===== config.mk =====
export PLATFORM = sky130hd
export DESIGN_NAME = instruction_fetch
export DESIGN_NICKNAME = d
export VERILOG_FILES = /design/src/rtl/instruction_fetch.sv
export SDC_FILE = /design/constraint.sdc
export NUM_CORES = 1
export LEC_CHECK = 0
export ABC_CLOCK_PERIOD_IN_PS = 1500
export CORE_MARGIN = 5
export CORE_UTILIZATION = 37
export CTS_CLUSTER_SIZE = 14
export DETAILED_ROUTE_END_ITERATION = 8
export PLACE_DENSITY_LB_ADDON = 0.08
export SLEW_MARGIN = 5
export SYNTH_ARGS = -nofsm -noshare
export SYNTH_HDL_FRONTEND = slang
export SYNTH_SLANG_ARGS = --single-unit

===== constraint.sdc =====
create_clock -name clock -period 1.5 [get_ports clock]
set_input_delay 0.375 -clock clock [delete_from_list [all_inputs] [get_ports clock]]
set_output_delay 0.375 -clock clock [all_outputs]
set_load 0.02 [all_outputs]

===== src/rtl/instruction_fetch.sv =====
// instruction_fetch: IF stage, one outstanding imem read, stall/redirect.
// Ports: clock/reset_n, stall, redirect(+pc), imem req/rsp, IF/ID outputs.
module instruction_fetch #(
  parameter int                  PC_WIDTH    = 8,
  parameter int                  INSTR_WIDTH = 32,
  parameter logic [PC_WIDTH-1:0] RESET_PC    = '0
) (
  input  logic                   clock,
  input  logic                   reset_n,
  input  logic                   stall,
  input  logic                   redirect,
  input  logic [PC_WIDTH-1:0]    redirect_pc,
  output logic                   imem_req,
  output logic [PC_WIDTH-1:0]    imem_addr,
  input  logic                   imem_rvalid,
  input  logic [INSTR_WIDTH-1:0] imem_rdata,
  output logic                   valid_out,
  output logic [INSTR_WIDTH-1:0] instruction_out,
  output logic [PC_WIDTH-1:0]    pc_out
);

  typedef enum logic [1:0] {
    REQ,
    WAIT,
    PRESENT,
    DISCARD
  } state_t;

  state_t                 state;
  state_t                 state_d;
  logic [PC_WIDTH-1:0]    pc;
  logic [PC_WIDTH-1:0]    pc_d;
  logic [PC_WIDTH-1:0]    pc_inc;
  logic [PC_WIDTH-1:0]    target;
  logic                   valid_d;
  logic [INSTR_WIDTH-1:0] instr_d;
  logic [PC_WIDTH-1:0]    pc_out_d;

  // Word-aligned redirect target; wraps modulo 2^PC_WIDTH.
  assign target = {redirect_pc[PC_WIDTH-1:2], 2'b00};
  assign pc_inc = pc + PC_WIDTH'(4);

  assign imem_req  = (state == REQ);
  assign imem_addr = pc;

  always_ff @(posedge clock or negedge reset_n) begin
    if (!reset_n) begin
      state           <= REQ;
      pc              <= RESET_PC;
      valid_out       <= 1'b0;
      instruction_out <= '0;
      pc_out          <= '0;
    end else begin
      state           <= state_d;
      pc              <= pc_d;
      valid_out       <= valid_d;
      instruction_out <= instr_d;
      pc_out          <= pc_out_d;
    end
  end

  always_comb begin
    state_d  = state;
    pc_d     = pc;
    valid_d  = valid_out;
    instr_d  = instruction_out;
    pc_out_d = pc_out;
    if (redirect) begin
      // Redirect wins over stall and rvalid. A request already
      // issued to the old path must have its response swallowed.
      pc_d    = target;
      valid_d = 1'b0;
      unique case (state)
        REQ:     state_d = DISCARD;
        WAIT:    state_d = imem_rvalid ? REQ : DISCARD;
        PRESENT: state_d = REQ;
        DISCARD: state_d = imem_rvalid ? REQ : DISCARD;
        default: state_d = REQ;
      endcase
    end else begin
      unique case (state)
        REQ: begin
          state_d = WAIT;
        end
        WAIT: begin
          if (imem_rvalid) begin
            instr_d  = imem_rdata;
            pc_out_d = pc;
            valid_d  = 1'b1;
            pc_d     = pc_inc;
            state_d  = PRESENT;
          end
        end
        PRESENT: begin
          if (!stall) begin
            valid_d = 1'b0;
            state_d = REQ;
          end
        end
        DISCARD: begin
          if (imem_rvalid) begin
            state_d = REQ;
          end
        end
        default: begin
          state_d = REQ;
        end
      endcase
    end
  end

endmodule


==> key figures, run 1 <==
Clock tree
  • CTS max path bufs: 2
  • Clk pin slew, worst setup/hold paths: 0.09 ns
  • H-Tree Depth: 2
  • CTS Sinks: 47
  • CTS tree: done
  • Worst-skew pair later-pin latency: 0.30 ns
  • CTS Root Cell: clkbuf_8
  • Hold-fix buffers, CTS: 0
  • Cts bufs inserted: 5

Yosys
  • Warnings, synthesis: 0
  • Sequential element share of the synthesized area: 57.67%
  • Cell Area, Synth: 2039 µm²
  • Avg Synthesized Cell Area: 14.57 µm²
  • Library cells used by synthesis: 25
  • Mapped Cells: 140
  • Synth Register Bits: 47

Setup path
  • Slowest stage cell, crit path: clkdlybuf4s50_1
  • CP arrival: 1.63 ns
  • R2R Path End: instruction_out[27]
  • Worst path max stage delay: 0.49 ns
  • Crit path max fanout: 21
  • Worst Path Buf+Inv: 2
  • Critical path type: input port to flip-flop
  • WP depth: 4
  • Required time worst endpoint: 1.69 ns
  • Cell family with most CP delay: buffers and inverters
  • Startpoint types: input port
  • R2R cell count: 5
  • Crit. End Element: flip-flop
  • Reg2Reg Launch Point: state[0]
  • Crit-path cells: clkdlybuf4s50_1, nor2_4, buf_12, mux2_2
  • R2R Setup Slk: 0.07 ns

Floorplanning
  • Top-Level Pins: 95
  • Std-Cell Rows: 27
  • Chip height: 84.25 µm
  • Initial core utilization: 37.50%
  • Die Wd: 84.25 µm
  • Die area: 7097 µm²
  • Core area: 5439 µm²

Placed design
  • Dpl cell area: 3077 µm²
  • Hpwl dp: 3685 µm
  • Worst slack, placed: -0.4677 ns
  • Input/output buffers: 88
  • Placer Congestion: 0.7720

Final layout
  • Area growth from synthesis to layout: 52.27%
  • Commonest non-fill, non-tap cell in the layout: dfrtp_1
  • Finished Cell Area: 3105 µm²
  • ANT cells: 0
  • Share of cells above drive strength 1: 26.34%
  • Most frequent cells in the layout: 47 x dfrtp_1, 46 x dlygate4sd2_1, 40 x clkdlybuf4s50_1
  • Fin nets: 288
  • Filler cell count: 478

Global routing
  • Vias in the first global route: 1587
  • Met1 usage: 16.72%
  • Largest net degree at the start of global routing: 48
  • Global route total overflow: 0
  • Met2 Use GR: 22.74%
  • GR met3 Demand/Resource: 5.692%
  • Antenna violations before repair: 0
  • Gr busiest metal: met2
  • GRT Util Overall: 13.78%
  • First-pass GRT wire length: 7893 µm

Pwr
  • Power Density: 1844 nW/µm²
  • Leakage power: 1.453 nW
  • Worst VDD drop: 0.0007482 V

Route
  • Drt pass-1 iters: 4
  • ANT nets after route: 0
  • WL/cell: 15.47 µm
  • DRC: 0
  • Total number of vias: 1458
  • Drt via density: 4.629
  • DRT iter0 DRCs: 39
  • Final WL: 4874 µm

Timing
  • Fin worst setup slack: 0.06024 ns
  • Final setup viols: 0
  • Worst clock skew: 0.005797 ns
  • FMAX: 694.6 MHz
  • RSZ-0062 raised after global routing: false
  • Slew Limit Fails: 0
  • Tcrit/Tclk final: 95.98%
  • Tmin final: 1.440 ns
  • Final hold viol count: 0

Outcome
  • Status: completed

Min path
  • HP Class: input port to asynchronous set/reset pin

Flow run
  • Max Cap Violations: 0
-- layer usage --
metal  part of all wire [%]  vias up
met5                      0        -
met1                     43      714
li1                       -      684
met3                    8.1        7
met4                    1.0        0
met2                     48       53
-- sequential cells by signal, summed over array words and instances (netlist names) --
signal,flops
imem_addr,6
instruction_out,32
pc_out,6
state,2
valid_out,1
-- per-stage QoR --
stage	hold slack (ns)	setup TNS, ns	std cells	power, W	util, %
after floorplan	0.07941	0	143	0.003864	-
after global placement	0.3735	-15.30	307	0.005370	56.57
after detailed placement	0.3866	-16.15	307	0.005444	56.57
after CTS	0.06016	0	315	0.005819	57.14
after global routing	0.06845	0	315	0.006055	57.10
final	0.04749	0	315	0.005725	57.10
-- cell families after synthesis --
| family | Yosys count | synth area share, % |
|---|---|---|
| other cells | 1 | 0.1839 |
| compound gates | 13 | 3.374 |
| simple gates | 26 | 7.239 |
| fa+ha+maj | 1 | 0.6134 |
| xor+xnor | 2 | 0.8591 |
| mux | 39 | 25.15 |
| flops | 47 | 57.67 |
| buf+inv | 11 | 4.908 |
-- layout make-up --
class / count / area (µm²) / area share (%)
sequential: 47 / 1176 / 37.87
timing repair buffer: 102 / 959.7 / 30.90
multi-input combinational: 85 / 788.3 / 25.38
tap: 72 / 90.09 / 2.901
clock buffer: 5 / 68.82 / 2.216
clock inverter: 3 / 18.77 / 0.6044
inverter: 1 / 3.754 / 0.1209
-- Yosys cell counts, drive strengths merged --
cell type,number,area (µm²)
nand4,1,6.260
mux2i,1,10.01
ha,1,12.51
nand2,9,33.78
buf,8,88.84
nand4b,2,17.52
conb,1,3.750
nand3b,1,11.26
nor2,2,10.01
xor2,2,17.52
inv,1,3.750
o21ai,9,45.04
o22ai,1,6.260
clkbuf,2,7.510
dfrtp,47,1176
a21oi,2,10.01
nor2b,5,31.28
or4,3,22.52
nand3,3,15.01
a21boi,1,7.510
mux2,38,503.0
-- worst reg2reg max path: cells and delay by family, from the launching register on --
family / cells / cell delay (ns)
simple gates: 2 / 0.24
mux: 1 / 0.36
buf+inv: 2 / 0.35
flops: 1 / 0.38
-- how the worst max path moves through the flow --
stage                start  slack, ns                   to
2_1_floorplan     state[1]       0.07  instruction_out[10]
3_3_place_gp   imem_rvalid      -0.41         imem_addr[5]
3_5_place_dp   imem_rvalid      -0.47         imem_addr[6]
4_1_cts           state[1]       0.01             imem_req
5_1_grt           state[1]      0.008  instruction_out[27]
6_report          redirect       0.06  instruction_out[27]
-- report_power, final --
group          switching [W]  internal, W  leakage (nW)
clock network       0.000433     0.000329        0.0483
registers           0.000293      0.00184         0.566
logic                0.00140      0.00143         0.839
-- timing repair --
item	4_1_cts	5_1_grt
setup buffers	0	0
gates resized for setup	49	2
setup endpoints to repair	87	3
Power figures use the tool's default switching activity.
==> inputs of run 2 (changes only) <==
- CORE_UTILIZATION: 37 -> 38
- CTS_BUF_LIST: not set -> sky130_fd_sc_hd__clkbuf_8
- SETUP_SLACK_MARGIN: not set -> 0.5
==> run 2 against run 1 <==
Against the previous run: maximum frequency is 1.1% lower; non-clock buffer count grew 41; wire length is 29% higher; total power is 31% higher; count of clock-buffer cells in the layout up 2; hold slack improved by 0.0089 ns; final cell count up 12%; combinational power rose by 54%; utilization grew 15 points; sequential share of layout area decreased by 6.3 points; critical path type is now flip-flop to flip-flop.
==> key figures, run 2 (synthesis results as in run 1) <==
Route
  • Final WL: 6309 µm (+29%)
  • Drt via density: 4.706 (+1.7%)
  • WL/cell: 17.82 µm (+15%)
  • Total number of vias: 1666 (+14%)
  • Drt pass-1 iters: 4 (unchanged)
  • DRC: 0 (unchanged)
  • DRT iter0 DRCs: 85 (+120%)
  • ANT nets after route: 0 (unchanged)

Final layout
  • Final Util: 72.40% (+15 points)
  • ANT cells: 0 (unchanged)
  • Largest register FFs: 32 (unchanged)
  • Share of cells above drive strength 1: 55.63% (+29 points)
  • Commonest non-fill, non-tap cell in the layout: buf_6
  • Fin nets: 329 (+14%)
  • Area growth from synthesis to layout: 83.62%
  • Largest reg by FF count: instruction_out
  • Most frequent cells in the layout: 54 x buf_6, 43 x dfrtp_1, 40 x buf_4

Setup path
  • Setup crit start: state[1]
  • Worst setup endpoint: instruction_out[17]
  • R2R Path End: instruction_out[17]
  • R2R cell count: 5 (unchanged)
  • Reg2Reg Launch Point: state[1]
  • Crit-path cells: nand3b_4, nor2_4, buf_6, clkbuf_16, mux2_4
  • Crit. End Element: flip-flop
  • Crit path max fanout: 5 (-76%)
  • R2R Setup Slk: 0.04 ns (-0.03 ns)
  • Worst path max stage delay: 0.41 ns (-0.08 ns)
  • Startpoint types: flip-flop
  • CP arrival: 1.64 ns (about the same)
  • Required time worst endpoint: 1.68 ns (about the same)
  • Critical path type: flip-flop to flip-flop
  • Slowest stage cell, crit path: dfrtp_1

Pwr
  • Worst VDD drop: 0.001023 V (+37%)
  • Leakage power: 1.761 nW (+21%)
  • Tot Pwr: 0.007496 W (+31%)
  • Power Density: 2002 nW/µm² (+8.6%)

Min path
  • HP Class: input port to asynchronous set/reset pin

Timing
  • Tcrit/Tclk final: 97.02% (+1.0 points)
  • Final hold viol count: 0 (unchanged)
  • Slew Limit Fails: 0 (unchanged)
  • Worst clock skew: 0.006319 ns (+0.0005226 ns)
  • FMAX: 687.1 MHz (-1.1%)
  • Setup TNS: 0 ns (unchanged)
  • RSZ-0062 raised after global routing: true
  • Tmin final: 1.455 ns (+0.01558 ns)
  • Final setup viols: 0 (unchanged)

Floorplanning
  • Std-Cell Rows: 26 (-3.7%)
  • Die Wd: 83.26 µm (-1.2%)
  • Top-Level Pins: 95 (unchanged)
  • Core area: 5172 µm² (-4.9%)
  • Chip height: 83.26 µm (-1.2%)
  • Die area: 6932 µm² (-2.3%)
  • Initial core utilization: 39.43% (+1.9 points)

Global routing
  • Global route total overflow: 0 (unchanged)
  • Antenna violations before repair: 0 (unchanged)
  • Largest net degree at the start of global routing: 48 (unchanged)
  • First-pass GRT wire length: 9004 µm (+14%)
  • Vias in the first global route: 1773 (+12%)
  • GRT Util Overall: 16.14% (+2.4 points)

Clock tree
  • CTS Sinks: 47 (unchanged)
  • CTS tree: done
  • Hold-fix buffers, CTS: 0 (unchanged)
  • Cts bufs inserted: 5 (unchanged)
  • CTS max path bufs: 2 (unchanged)
  • Clk pin slew, worst setup/hold paths: 0.09 ns (about the same)
  • H-Tree Depth: 2 (unchanged)
  • Worst-skew pair later-pin latency: 0.29 ns (about the same)
  • CTS Root Cell: clkbuf_8

Flow run
  • Max Cap Violations: 0 (unchanged)

Placed design
  • Placer Congestion: 0.8292 (+7.4%)
  • Input/output buffers: 88 (unchanged)
  • Hpwl dp: 3858 µm (+4.7%)

Outcome
  • Status: completed
-- run 2: metal layers --
layer  track usage (%)  share of wire, %  vias up
li1                  -                 -      769
met1             17.93                40      829
met2             29.81                54       57
met3             4.158               4.4       11
met4             5.201               1.6        0
met5                 0                 0        -
-- run 2: timing repair --
item                                    in CTS  in global routing
cloned                                       2                  2
endpoints found under the setup margin      92                 93
buffers inserted                            28                 10
pin swaps                                    3                  4
resized for setup                          288                 24
-- run 2: stage by stage --
stage / setup slack, ns / cells / hold slack (ns) / area (µm²)
4_1_cts: 0.02442 / 342 / 0.05864 / 3545
6_report: 0.04466 / 354 / 0.05635 / 3745
2_1_floorplan: 0.08753 / 143 / 0.07941 / 2087
3_5_place_dp: -0.3823 / 304 / 0.3808 / 3087
3_3_place_gp: -0.3309 / 304 / 0.3724 / 3087
5_1_grt: -0.01335 / 354 / 0.06716 / 3745
-- run 2: worst max-delay path, delay by kind of cell (launching register included) --
family	cells	cell delay, ns
buffers and inverters	2	0.30
AND/OR/NAND/NOR	2	0.33
multiplexers	1	0.30
flip-flops	1	0.41
-- run 2: layout make-up --
class / count / area [µm²]
repair buffers: 143 / 1486
clock buffers: 7 / 96.34
flip-flops and latches: 47 / 1181
well taps: 70 / 87.58
inverters: 1 / 3.754
multi-input cells: 85 / 882.1
fillers: 375 / 1428
clock inverters: 1 / 7.507
-- run 2: worst min path at each step --
| stage | cells after the start | endpoint |
|---|---|---|
| after floorplan | 0 | imem_addr[2] |
| after global placement | 2 | instruction_out[14] |
| after detailed placement | 2 | instruction_out[20] |
| after CTS | 2 | instruction_out[21] |
| after global routing | 2 | instruction_out[20] |
| final | 2 | instruction_out[21] |
-- run 2: power breakdown --
group	switching, W	internal, W	total [W]	leakage [nW]
Clock	0.000425	0.000420	0.000845	0.0505
Sequential	0.000435	0.00185	0.00228	0.561
Combinational	0.00170	0.00267	0.00437	1.15
Total	0.00256	0.00494	0.00750	1.76
==> inputs of run 3 (changes only) <==
- ABC_CLOCK_PERIOD_IN_PS: 1500 -> not set
- CORE_MARGIN: 5 -> not set
- TNS_END_PERCENT: not set -> 100
==> run 3 against run 2 <==
Against the previous run: the flow now finishes with violations (setup timing); sequential power barely moved; sequential share of layout area rose by 0.12 points; first-iteration DRC count fell by 31%; clock power rose by 12%; critical path type unchanged; critical endpoint is now instruction_out[13]; largest cell class unchanged.
==> key figures, run 3 (synthesis results as in run 1) <==
Clock tree
  • CTS tree: done
  • Hold-fix buffers, CTS: 0 (unchanged)
  • CTS Root Cell: clkbuf_8
  • CTS Sinks: 47 (unchanged)
  • H-Tree Depth: 2 (unchanged)
  • Worst-skew pair later-pin latency: 0.29 ns (about the same)
  • Cts bufs inserted: 5 (unchanged)
  • Clk pin slew, worst setup/hold paths: 0.08 ns (about the same)
  • CTS max path bufs: 2 (unchanged)

Final layout
  • Fin cells: 350 (-1.1%)
  • Reg area: 1181 µm² (unchanged)
  • Footprint of the multi-input gates: 893.4 µm² (+1.3%)
  • ANT cells: 0 (unchanged)
  • Most frequent cells in the layout: 50 x buf_6, 43 x dfrtp_1, 39 x clkdlybuf4s50_1, 39 x buf_4, 38 x mux2_4
  • Share of cells above drive strength 1: 55.71% (+0.080 points)
  • Area growth from synthesis to layout: 82.94%
  • Largest reg by FF count: instruction_out
  • Filler cell count: 368 (-1.9%)
  • Fin nets: 325 (-1.2%)
  • Final Util: 72.59% (+0.19 points)
  • Commonest non-fill, non-tap cell in the layout: buf_6
  • Largest register FFs: 32 (unchanged)

Floorplanning
  • Core area: 5140 µm² (-0.63%)
  • Std-Cell Rows: 26 (unchanged)
  • Die Wd: 75.26 µm (-9.6%)
  • Chip height: 75.26 µm (-9.6%)
  • Die area: 5664 µm² (-18%)
  • Top-Level Pins: 95 (unchanged)
  • Initial core utilization: 39.68% (+0.25 points)

Placed design
  • Worst slack, placed: -0.3579 ns (+0.02438 ns)
  • Placer Congestion: 0.7674 (-7.5%)
  • Total placed cells including tap cells: 307 (+0.99%)
  • Input/output buffers: 88 (unchanged)
  • Hpwl dp: 3393 µm (-12%)

Flow run
  • Max Cap Violations: 0 (unchanged)

Outcome
  • Failing checks: setup timing
  • Status: finished, violations left

Pwr
  • Tot Pwr: 0.007521 W (+0.33%)
  • Leakage power: 1.750 nW (-0.63%)
  • Switch Pwr: 0.002480 W (-3.0%)
  • Switching Share: 32.97% (-1.1 points)
  • Worst VDD drop: 0.001050 V (+2.6%)
  • Gate power share: 56.9% (-1.4 points)
  • Flop pwr share: 30.5% (about the same)
  • Clock power share: 12.6% (+1.3 points)
  • Power Density: 2016 nW/µm² (+0.70%)
  • Int Power: 0.005041 W (+2.0%)

Setup path
  • Critical path type: flip-flop to flip-flop
  • CP arrival: 1.69 ns (+0.05 ns)
  • R2R Setup Slk: -0.007 ns (-0.05 ns)
  • Crit. End Element: flip-flop
  • Crit path max fanout: 5 (unchanged)
  • Required time worst endpoint: 1.68 ns (about the same)
  • R2R cell count: 6 (+1)
  • Startpoint types: flip-flop

Timing
  • Tmin final: 1.507 ns (+0.05204 ns)
  • Worst clock skew: 0.003511 ns (-0.002808 ns)
  • Tcrit/Tclk final: 100.5% (+3.5 points)
  • Final hold viol count: 0 (unchanged)
  • Slew Limit Fails: 0 (unchanged)
  • RSZ-0062 raised after global routing: true
  • Fin worst setup slack: -0.007382 ns (-0.05204 ns)
  • FMAX: 663.4 MHz (-3.5%)
  • WHS: 0.04883 ns (-0.007524 ns)
  • Final setup viols: 4 (+4)

Global routing
  • Largest net degree at the start of global routing: 48 (unchanged)
  • Vias in the first global route: 1547 (-13%)
  • First-pass GRT wire length: 7458 µm (-17%)
  • GRT Util Overall: 18.10% (+2.0 points)
  • Global route total overflow: 0 (unchanged)
  • Antenna violations before repair: 0 (unchanged)

Route
  • DRC: 0 (unchanged)
  • Drt via density: 4.600 (-2.3%)
  • WL/cell: 15.45 µm (-13%)
  • Total number of vias: 1610 (-3.4%)
  • Final WL: 5409 µm (-14%)
  • ANT nets after route: 0 (unchanged)
  • Drt pass-1 iters: 4 (unchanged)
  • DRT iter0 DRCs: 59 (-31%)

Min path
  • HP Class: input port to asynchronous set/reset pin
## run 3: repair_timing
action / in CTS / in global routing
gates cloned: 1 / 2
setup endpoints to repair: 93 / 92
gates resized for setup: 291 / 20
setup buffers: 15 / 17
pin swaps: 2 / 4
## run 3: path summary, 6_finish.rpt
kind | startpoint | to
worst max-delay path | state[1] | instruction_out[13]
worst min-delay path | reset_n | instruction_out[6]
worst max register to register | state[1] | instruction_out[13]
worst min register to register | instruction_out[25] | instruction_out[25]
max in group asynchronous | reset_n | imem_addr[3]
min in group clock | instruction_out[25] | instruction_out[25]
## run 3: metrics by stage
stage / instance area [µm²] / setup TNS (ns)
3_5_place_dp: 3109 / -13.39
4_1_cts: 3465 / -0.1222
6_report: 3731 / -0.02442
5_1_grt: 3731 / -0.1634
2_1_floorplan: 2087 / 0
3_3_place_gp: 3109 / -12.66
## run 3: worst max-delay path: stages, from the launching register on
cell,delay [ns]
dfrtp_1,0.42
nand3b_4,0.19
nor2_4,0.11
buf_12,0.13
buf_12,0.11
clkbuf_16,0.14
mux2_4,0.29
## run 3: per-layer routing
metal / up-vias / global-route usage [%] / wire, µm
li1: 757 / - / -
met1: 800 / 21.93 / 2265
met2: 48 / 31.93 / 2862
met3: 5 / 3.614 / 221
met4: 0 / 6.790 / 59
met5: - / 0 / 0
## run 3: layout make-up
type,count,share of cell area (%)
clock buffer,6,2.213
inverter,1,0.1006
multi-input combinational,85,23.94
tap,70,2.347
timing repair buffer,139,38.80
sequential,47,31.66
clock inverter,2,0.9390
## run 3: power by group through the flow
stage / combinational [W] / clock, W / sequential (W)
floorplan: 0.00100 / 0 / 0.00289
global placement: 0.00320 / 0 / 0.00215
detailed placement: 0.00327 / 0 / 0.00219
CTS: 0.00376 / 0.000990 / 0.00227
global route: 0.00452 / 0.00102 / 0.00236
finish: 0.00428 / 0.000949 / 0.00229
